$ cat src/rtl/seq_divider.sv
// Signed restoring divider, one quotient bit per edge; done follows WIDTH+1 edges after start (1 on divide-by-zero).
// No backpressure: start is ignored while busy; results hold until the next operation completes.
module seq_divider #(
   parameter int WIDTH = 32
) (
   input  logic             clk,
   input  logic             clr,
   input  logic             start,
   input  logic [WIDTH-1:0] dividend,
   input  logic [WIDTH-1:0] divisor,
   output logic             busy,
   output logic             done,
   output logic [WIDTH-1:0] quotient,
   output logic [WIDTH-1:0] remainder,
   output logic             div_by_zero
);

   localparam int CW = $clog2(WIDTH + 1);

   typedef enum logic [1:0] {
      IDLE = 2'd0,
      CALC = 2'd1,
      FIX  = 2'd2
   } state_t;

   state_t           state_q, state_d;
   logic [WIDTH-1:0] a_q, a_d;
   logic [WIDTH-1:0] b_q, b_d;
   logic [WIDTH:0]   p_q, p_d;
   logic [CW-1:0]    count_q, count_d;
   logic             qneg_q, qneg_d;
   logic             rneg_q, rneg_d;
   logic             dz_q, dz_d;
   logic [WIDTH-1:0] quo_q, quo_d;
   logic [WIDTH-1:0] rem_q, rem_d;
   logic             dbz_q, dbz_d;
   logic             done_q, done_d;

   logic [WIDTH:0]   dvd_ext, dvs_ext, dvd_mag, dvs_mag;
   logic [WIDTH:0]   p_sh, trial;
   logic [WIDTH-1:0] a_sh;
   logic             fits;
   logic             unused_bits;

   // Magnitudes are taken one bit wider so |MIN| is exact before truncation.
   assign dvd_ext = {dividend[WIDTH-1], dividend};
   assign dvs_ext = {divisor[WIDTH-1], divisor};
   assign dvd_mag = dividend[WIDTH-1] ? -dvd_ext : dvd_ext;
   assign dvs_mag = divisor[WIDTH-1] ? -dvs_ext : dvs_ext;

   assign p_sh  = {p_q[WIDTH-1:0], a_q[WIDTH-1]};
   assign a_sh  = {a_q[WIDTH-2:0], 1'b0};
   assign trial = p_sh - {1'b0, b_q};
   assign fits  = (p_sh >= {1'b0, b_q});

   // Restored P never exceeds B, so its top bit and the magnitude MSBs carry no information.
   assign unused_bits = ^{dvd_mag[WIDTH], dvs_mag[WIDTH], p_q[WIDTH]};

   always_comb begin
      state_d = state_q;
      a_d     = a_q;
      b_d     = b_q;
      p_d     = p_q;
      count_d = count_q;
      qneg_d  = qneg_q;
      rneg_d  = rneg_q;
      dz_d    = dz_q;
      quo_d   = quo_q;
      rem_d   = rem_q;
      dbz_d   = dbz_q;
      done_d  = 1'b0;

      case (state_q)
         IDLE: begin
            if (start) begin
               a_d     = dvd_mag[WIDTH-1:0];
               b_d     = dvs_mag[WIDTH-1:0];
               qneg_d  = dividend[WIDTH-1] ^ divisor[WIDTH-1];
               rneg_d  = dividend[WIDTH-1];
               p_d     = '0;
               count_d = '0;
               dz_d    = (divisor == '0);
               state_d = (divisor == '0) ? FIX : CALC;
            end
         end
         CALC: begin
            a_d     = {a_sh[WIDTH-1:1], fits};
            p_d     = fits ? trial : p_sh;
            count_d = count_q + CW'(1);
            if (count_q == CW'(WIDTH - 1)) begin
               state_d = FIX;
            end
         end
         FIX: begin
            // On divide-by-zero A still holds |dividend|, so re-signing it returns the dividend.
            if (dz_q) begin
               quo_d = '1;
               rem_d = rneg_q ? -a_q : a_q;
            end else begin
               quo_d = qneg_q ? -a_q : a_q;
               rem_d = rneg_q ? -p_q[WIDTH-1:0] : p_q[WIDTH-1:0];
            end
            dbz_d   = dz_q;
            done_d  = 1'b1;
            state_d = IDLE;
         end
         default: begin
            state_d = IDLE;
         end
      endcase
   end

   always_ff @(posedge clk or negedge clr) begin
      if (!clr) begin
         state_q <= IDLE;
         a_q     <= '0;
         b_q     <= '0;
         p_q     <= '0;
         count_q <= '0;
         qneg_q  <= 1'b0;
         rneg_q  <= 1'b0;
         dz_q    <= 1'b0;
         quo_q   <= '0;
         rem_q   <= '0;
         dbz_q   <= 1'b0;
         done_q  <= 1'b0;
      end else begin
         state_q <= state_d;
         a_q     <= a_d;
         b_q     <= b_d;
         p_q     <= p_d;
         count_q <= count_d;
         qneg_q  <= qneg_d;
         rneg_q  <= rneg_d;
         dz_q    <= dz_d;
         quo_q   <= quo_d;
         rem_q   <= rem_d;
         dbz_q   <= dbz_d;
         done_q  <= done_d;
      end
   end

   assign busy        = (state_q != IDLE);
   assign done        = done_q;
   assign quotient    = quo_q;
   assign remainder   = rem_q;
   assign div_by_zero = dbz_q;

endmodule
$ cat config.mk
export PLATFORM = sky130hd
export DESIGN_NAME = seq_divider
export DESIGN_NICKNAME = d
export VERILOG_FILES = /design/src/rtl/seq_divider.sv
export SDC_FILE = /design/constraint.sdc
export NUM_CORES = 1
export LEC_CHECK = 0
export ABC_AREA = 1
export CAP_MARGIN = 20
export CORE_ASPECT_RATIO = 1.25
export CORE_MARGIN = 4
export CORE_UTILIZATION = 24
export CTS_CLUSTER_DIAMETER = 80
export DETAILED_ROUTE_END_ITERATION = 10
export PLACE_DENSITY = 0.39
export SLEW_MARGIN = 20
export SYNTH_ARGS = -nofsm -noshare
export SYNTH_HDL_FRONTEND = slang
export SYNTH_SLANG_ARGS = --single-unit
$ cat constraint.sdc
create_clock -name clk -period 4.11 [get_ports clk]
set_input_delay 0.822 -clock clk [delete_from_list [all_inputs] [get_ports clk]]
set_output_delay 0.822 -clock clk [all_outputs]
set_load 0.1 [all_outputs]
## Word-level counts from Yosys, hierarchy flattened

Index checks and enable logic that the tools add are counted.

| operators by class | value |
|---|---|
| $add $sub $neg | 6 |
| magnitude comparators | 1 |
| reductions and logical operators | 7 |
| bitwise logic cells | 1 |
| equal/unequal tests | 5 |
| mux-type cells | 19 |

Operators by type and width:

| operator | count |
|---|---|
| two-way mux 32 bit | 10 |
| negator 32 bit | 4 |
| case mux 32 bit (2 select lines) | 2 |
| >= comparator 33 x 32 -> 1 bit | 1 |
| zero test 32 bit | 1 |
| subtractor 32 bit | 1 |
| case mux 6 bit (2 select lines) | 1 |
| adder 6 x 1 -> 6 bit, second input constant | 1 |
| == test 6 x 5 -> 1 bit, second input constant | 1 |
| two-way mux 2 bit | 3 |
| two-way mux 6 bit | 1 |
| AND reduction 2 bit | 3 |
| != test 2 bit, second input constant | 2 |
| case mux 2 bit (2 select lines) | 1 |
| nonzero test 2 bit | 2 |
| == test 2 x 1 -> 1 bit, second input constant | 1 |
| == test 2 bit, second input constant | 1 |
| zero test 2 bit | 1 |
| two-way mux 1 bit | 1 |
| bitwise XOR 1 bit | 1 |

| word-level totals | value |
|---|---|
| bits of input ports | 67 |
| word-level logic and storage cells | 51 |
| register bits | 173 |

## Logic depth before layout (Yosys ltp)

Gate-level depths: netlist (run 1).

| logic depth | value |
|---|---|
| word-level depth | 4 |
| mapped depth | 16 |

## Worst setup path before layout (run 1)

Ideal clock, no wire load.

| path | value |
|---|---|
| path type | input to register |
| from | in dividend[1] |
| to | reg a_q[12] |
| required time | 3980 ps |
| library setup time | 130 ps |
| arrival time | 2053 ps |
| path buffers | 0 |
| cell stages on the path | 10 |
| setup slack | 1927 ps |
| path through | inv_1 > ha_1 > nand3_1 > inv_1 > nand2_1 > o21ai_0 > o21ai_0 > xor2_1 > o21ai_0 > o21ai_0 |

| between the ends | value |
|---|---|
| cells in the longest elaborated chain, start to end | 4 |

Ends and longest elaborated chain:

| element | RTL line | RTL |
|---|---|---|
| from (decl) | 9 | `input logic [WIDTH-1:0] dividend,` |
| negator 32 bit | 48 | `assign dvd_mag = dividend[WIDTH-1] ? -dvd_ext : dvd_ext;` |
| two-way mux 32 bit | 48 |  |
| two-way mux 32 bit | 75 | `if (start) begin` |
| case mux 32 bit (2 select lines) | 73 | `case (state_q)` |
| to (signal assigned) | 116 | `a_q <= '0;` |
| to (signal assigned) | 129 | `a_q <= a_d;` |
| to (decl) | 27 | `logic [WIDTH-1:0] a_q, a_d;` |

No other way between the ends. The select of a mux whose other input is x is not followed.
A chain may end at the register's enable or synchronous reset.

## Worst setup path in the final report (run 1)

| path | value |
|---|---|
| from | reg state_q[1] |
| to | out busy |

| between the ends | value |
|---|---|
| cells in the longest elaborated chain, start to end | 1 |

Ends and longest elaborated chain:

| element | RTL line | RTL |
|---|---|---|
| from (decl) | 26 | `state_t state_q, state_d;` |
| from (signal assigned) | 128 | `state_q <= state_d;` |
| nonzero test 2 bit | 143 | `assign busy = (state_q != IDLE);` |
| to (decl) | 11 | `output logic busy,` |

No other way between the ends.

==> results of run 1 <==
layout make-up:
type	count	area, µm²
Tap cell	757	947
Multi-Input combinational cell	1649	8230
Fill cell	6541	41600
Clock buffer	17	425
Clock inverter	15	148
Sequential cell	173	4330
Inverter	298	1120
Timing Repair Buffer	155	1510
Yosys cell counts (all sizes together):
master,instances,area [µm²]
inv,296,1110
a2bb2oi,1,8.76
a22o,1,8.76
nand2,622,2350
nand4,54,338
clkbuf,53,329
a31oi,2,12.5
nor3,26,151
a22oi,7,52.6
o21a,1,7.51
and2,9,56.3
o221ai,8,70.1
a21oi,101,505
nor4,4,25.0
nand3b,15,113
o21ai,158,795
xnor2,8,70.1
nand3,238,1230
or2,10,62.6
o22ai,2,12.5
buf,24,136
o22a,12,105
nor3b,2,15.0
a21o,4,30.0
o211ai,27,203
nor2,233,935
ha,37,463
xor2,62,543
o31ai,1,7.51
dfrtp,173,4330
a211oi,2,15.0
clkinv,2,7.51
o21bai,1,7.51
fa,1,20.0
per-layer routing:
| layer | wire [µm] | global-route usage |
|---|---|---|
| met1 | 25900 | 0.236 |
| met2 | 32300 | 0.355 |
| met3 | 2160 | 0.0269 |
| met4 | 2150 | 0.0732 |
| met5 | 0 | 0 |
state kept, by name, indices dropped and copies added, names as in the netlist:
signal       cells
div_by_zero      1
qneg_q           1
state_q          2
rneg_q           1
remainder       32
count_q          6
p_q             32
a_q             32
b_q             32
done             1
quotient        32
dz_q             1
power groups by stage:
stage | combinational (µW) | sequential (µW) | clock [µW]
after floorplan | 2730 | 2210 | 0
after global placement | 3790 | 2490 | 0
after detailed placement | 3780 | 2490 | 0
after CTS | 3800 | 2450 | 1730
after global routing | 4280 | 2490 | 1780
final | 3770 | 2460 | 1670
critical path: stages, from the launching register on:
cell	delay (ps)
dfrtp_1	450
nor2_1	120
inv_1	90
clkdlybuf4s50_1	1130
logic make-up after synthesis:
kind of cell	count (synthesis)
AO/OA/AOI/OAI	328
adder cells (fa/ha/maj)	38
AND/OR/NAND/NOR	1213
XOR/XNOR	70
buffers and inverters	375
flip-flops	173
worst paths after layout:
kind	start	to	slack (ps)	depth (start not counted)
hold reg to reg	b_q[19]$_DFFE_PN0P_	b_q[19]$_DFFE_PN0P_	490	2
hold / removal	clr	remainder[2]$_DFFE_PN0P_	310	1
min in group clk	b_q[19]$_DFFE_PN0P_	b_q[19]$_DFFE_PN0P_	490	2
setup / recovery	state_q[1]$_DFFE_PN0P_	busy	1010	3
setup reg to reg	p_q[18]$_DFFE_PN0P_	p_q[26]$_DFFE_PN0P_	1380	12
max in group asynchronous	clr	p_q[5]$_DFFE_PN0P_	2830	2
through the flow:
step	total power (µW)	hold slack (ps)	utilization	std cells	worst slack, ps
2_1_floorplan	4940	449	-	2197	1930
3_3_place_gp	6290	466	0.277	3032	1220
3_5_place_dp	6270	473	0.277	3032	1220
4_1_cts	7990	303	0.286	3064	944
5_1_grt	8560	340	0.286	3064	861
6_report	7900	312	0.286	3064	1010
==> impl_metrics.json, run 1 <==
{
  "comb_power_share": 0.478,
  "drv_cap": 0,
  "syn_inst": 2197,
  "synth_xor_xnor_area_share": 0.0434,
  "peakVddDrop_mv": 0.348,
  "p_int_uw": 3990,
  "crit_type": "flip-flop to output pin",
  "post-cts-setup-buffers": 0,
  "yosysSeqAreaShare": 0.306,
  "finalSetupTns_ps": 0,
  "clock-root-buffer": "clkbuf_16",
  "max_slew_margin": 0.293,
  "p_switching_uw": 3910,
  "crit_fanout": 4,
  "drt_iter0_drc": 1092,
  "die-area_mm2": 0.0629,
  "period_share": 0.755,
  "critPathArrivalTime_ps": 2280,
  "gp_congestion": 0.856,
  "start_util": 0.242,
  "grt_pass1_wl_mm": 93.2,
  "fmax_mhz": 322,
  "synth_adder_area_share": 0.0342,
  "grt_use_total": 0.197,
  "slew_viol_final": 0,
  "layout_common_cells": "nand2_1, inv_1, nand3_1",
  "clock_skew_ps": 16.4,
  "num_rows": 99,
  "clock-sinks": 173,
  "cts_hold_buf": 0,
  "tightest_slew_ps": 1060,
  "cts_buffers": 17,
  "synth_compound_area_frac": 0.130,
  "ctsResizeCount": 0,
  "routedWlPerCell_um": 20.4,
  "clock_latency_ps": 500,
  "p_clk_frac": 0.211,
  "viasPerCell": 4.83,
  "rsz0062_at_grt": "false",
  "tritoncts": "built",
  "setup_viol": 0,
  "synth_mux_area_frac": 0,
  "area_growth_pct": 18.2,
  "syn_area_mm2": 0.0141,
  "power_frac_seq": 0.311,
  "layout_commonest_cell": "nand2_1",
  "ant_nets": 0,
  "yosysWarnings": 0,
  "placed_cell_area_mm2": 0.0161,
  "fin_nets": 2399,
  "worst_setup_path_end_kind": "output pin",
  "grt_max_degree": 58,
  "drive_gt1_frac": 0.0429,
  "die_h_um": 279,
  "finalHoldViolations": 0,
  "power.density_mw_per_mm2": 473,
  "grt_overflow_total": 0,
  "synth_cell_types": 51,
  "start_kind": "flip-flop",
  "fp.dieW_um": 225,
  "io_pins": 134,
  "syn_area_per_cell_um2": 6.43,
  "ys_ff_latch": 173,
  "finalCriticalPeriod_ps": 3100,
  "fp.coreArea_mm2": 0.0583,
  "firstDrtPassIters": 7,
  "wl_mm": 62.5,
  "place_hpwl_mm": 48.8,
  "diodes": 0,
  "grt_antenna_before_repair": 0,
  "vias": 14810,
  "status": "complete, no violations",
  "grt_pass1_vias": 14546,
  "cp.required_ps": 3290,
  "synth_fp_nets": 2302,
  "htree_levels": 4,
  "drc": 0,
  "sw_frac_of_total": 0.495,
  "clkTransAtPathRegs_ps": 80,
  "synth_top_family_by_area": "simple AND/OR/NAND/NOR gates",
  "cts_max_path_buffers": 2,
  "p_leak_uw": 0.00789,
  "portBuffers": 133,
  "finish.instance_area_mm2": 0.0167,
  "synthSimpleGateAreaFrac": 0.374,
  "min_path_type": "input port to asynchronous set/reset pin"
}
Power figures use the tool's default switching activity.
==> inputs of run 2 (changes only) <==
PLACE_DENSITY = 0.4   (was 0.39)
clock period = 2.8 ns   (was 4.11 ns; I/O delays follow)
==> impl_metrics.json, run 2 (synthesized netlist as in run 1, its figures left out) <==
{
  "vias": 15067,
  "slew_viol_final": 0,
  "r2r_setup_slack_ps": 290,
  "die_h_um": 279,
  "max_slew_margin": 0.462,
  "post-cts-setup-buffers": 0,
  "period_share": 0.897,
  "diodes": 0,
  "reg2reg_to": "p_q[9]$_DFFE_PN0P_",
  "num_rows": 99,
  "reg2reg_depth": 12,
  "fp.dieW_um": 225,
  "cts_buffers": 17,
  "wl_mm": 63.0,
  "start_kind": "flip-flop",
  "place_hpwl_mm": 49.9,
  "grt_pass1_vias": 15022,
  "min_path_type": "input port to asynchronous set/reset pin",
  "grt_max_degree": 57,
  "p_leak_uw": 0.00827,
  "finalSetupTns_ps": 0,
  "dp.cells": 3076,
  "drc": 0,
  "grt_pass1_wl_mm": 94.7,
  "grt_use_total": 0.198,
  "fp.coreArea_mm2": 0.0583,
  "crit_type": "flip-flop to flip-flop",
  "cts_hold_buf": 0,
  "area_growth_pct": 19.8,
  "layout.cells.non_filler": 3108,
  "status": "complete, no violations",
  "clkTransAtPathRegs_ps": 70,
  "setup_viol": 0,
  "ctsResizeCount": 0,
  "io_pins": 134,
  "fin_nets": 2443,
  "power.density_mw_per_mm2": 718,
  "fmax_mhz": 398,
  "tightest_slew_ps": 806,
  "clock-root-buffer": "clkbuf_16",
  "clock_skew_ps": 13.8,
  "htree_levels": 4,
  "gp_congestion": 0.922,
  "finalCriticalPeriod_ps": 2510,
  "firstDrtPassIters": 7,
  "drt_iter0_drc": 1101,
  "cp.required_ps": 3230,
  "routedWlPerCell_um": 20.3,
  "clock_latency_ps": 490,
  "grt_overflow_total": 0,
  "layout_common_cells": "nand2_1, inv_1, nand3_1",
  "peakVddDrop_mv": 0.606,
  "drive_gt1_frac": 0.0889,
  "finalHoldViolations": 0,
  "drv_cap": 0,
  "ant_nets": 0,
  "rsz0062_at_grt": "false",
  "finalPower_uw": 12200,
  "viasPerCell": 4.85,
  "die-area_mm2": 0.0629,
  "clock-sinks": 173,
  "critPathArrivalTime_ps": 2940,
  "portBuffers": 133,
  "grt_antenna_before_repair": 0,
  "cts_max_path_buffers": 2,
  "layout_commonest_cell": "nand2_1",
  "tritoncts": "built",
  "start_util": 0.242,
  "regToRegStartpoint": "p_q[4]$_DFFE_PN0P_",
  "worst_setup_path_end_kind": "flip-flop",
  "crit_fanout": 17
}
-- run 2: per-layer routing --
layer  global-route usage  part of all wire
met1                0.241              0.42
met4               0.0506             0.022
met3               0.0327             0.039
met5                    0                 0
met2                0.362              0.52
-- run 2: final cells by class --
cell class / instances / area (µm²)
timing repair buffer: 199 / 1710
clock buffer: 17 / 425
inverter: 298 / 1120
multi-input combinational: 1649 / 8230
sequential: 173 / 4330
fill: 6549 / 41400
clock inverter: 15 / 170
tap: 757 / 947
-- run 2: metrics by stage --
stage                     worst slack [ps]  hold WS [ps]  area (µm²)   util
final                                  289          36.3       16900  0.290
after global routing                  51.8          51.6       16900  0.290
after CTS                              259          23.3       16900  0.290
after detailed placement             -70.6           469       16300  0.280
after global placement                -139           467       16300  0.280
after floorplan                        796           264       14100      -
-- run 2: critical path, stage by stage, from the launching register on --
cell,delay (ps)
dfrtp_1,480
ha_1,410
nand2_1,140
nor2_1,270
nand3_1,140
nand3_2,160
nand2_2,80
nand2_2,90
nand3_4,80
nand2_4,210
buf_12,190
nand3_1,90
nand3_1,110
-- run 2: how the worst max path moves through the flow --
stage | start | end | slack [ps] | cells after the start
floorplan | a_q[31]$_DFFE_PN0P_ | p_q[28]$_DFFE_PN0P_ | 800 | 14
detailed placement | dividend[8] | a_q[31]$_DFFE_PN0P_ | -70 | 7
global placement | dividend[8] | a_q[31]$_DFFE_PN0P_ | -140 | 7
CTS | p_q[21]$_DFFE_PN0P_ | p_q[2]$_DFFE_PN0P_ | 260 | 12
global route | p_q[21]$_DFFE_PN0P_ | p_q[3]$_DFFE_PN0P_ | 50 | 12
finish | p_q[4]$_DFFE_PN0P_ | p_q[9]$_DFFE_PN0P_ | 290 | 12
-- run 2: report_power, final --
part	internal (µW)	leakage, µW	switching, µW	total [µW]
Sequential	2840	0.00217	558	3400
Clock	1280	0.000288	1300	2580
Combinational	2140	0.00581	4040	6180
Total	6260	0.00827	5890	12200
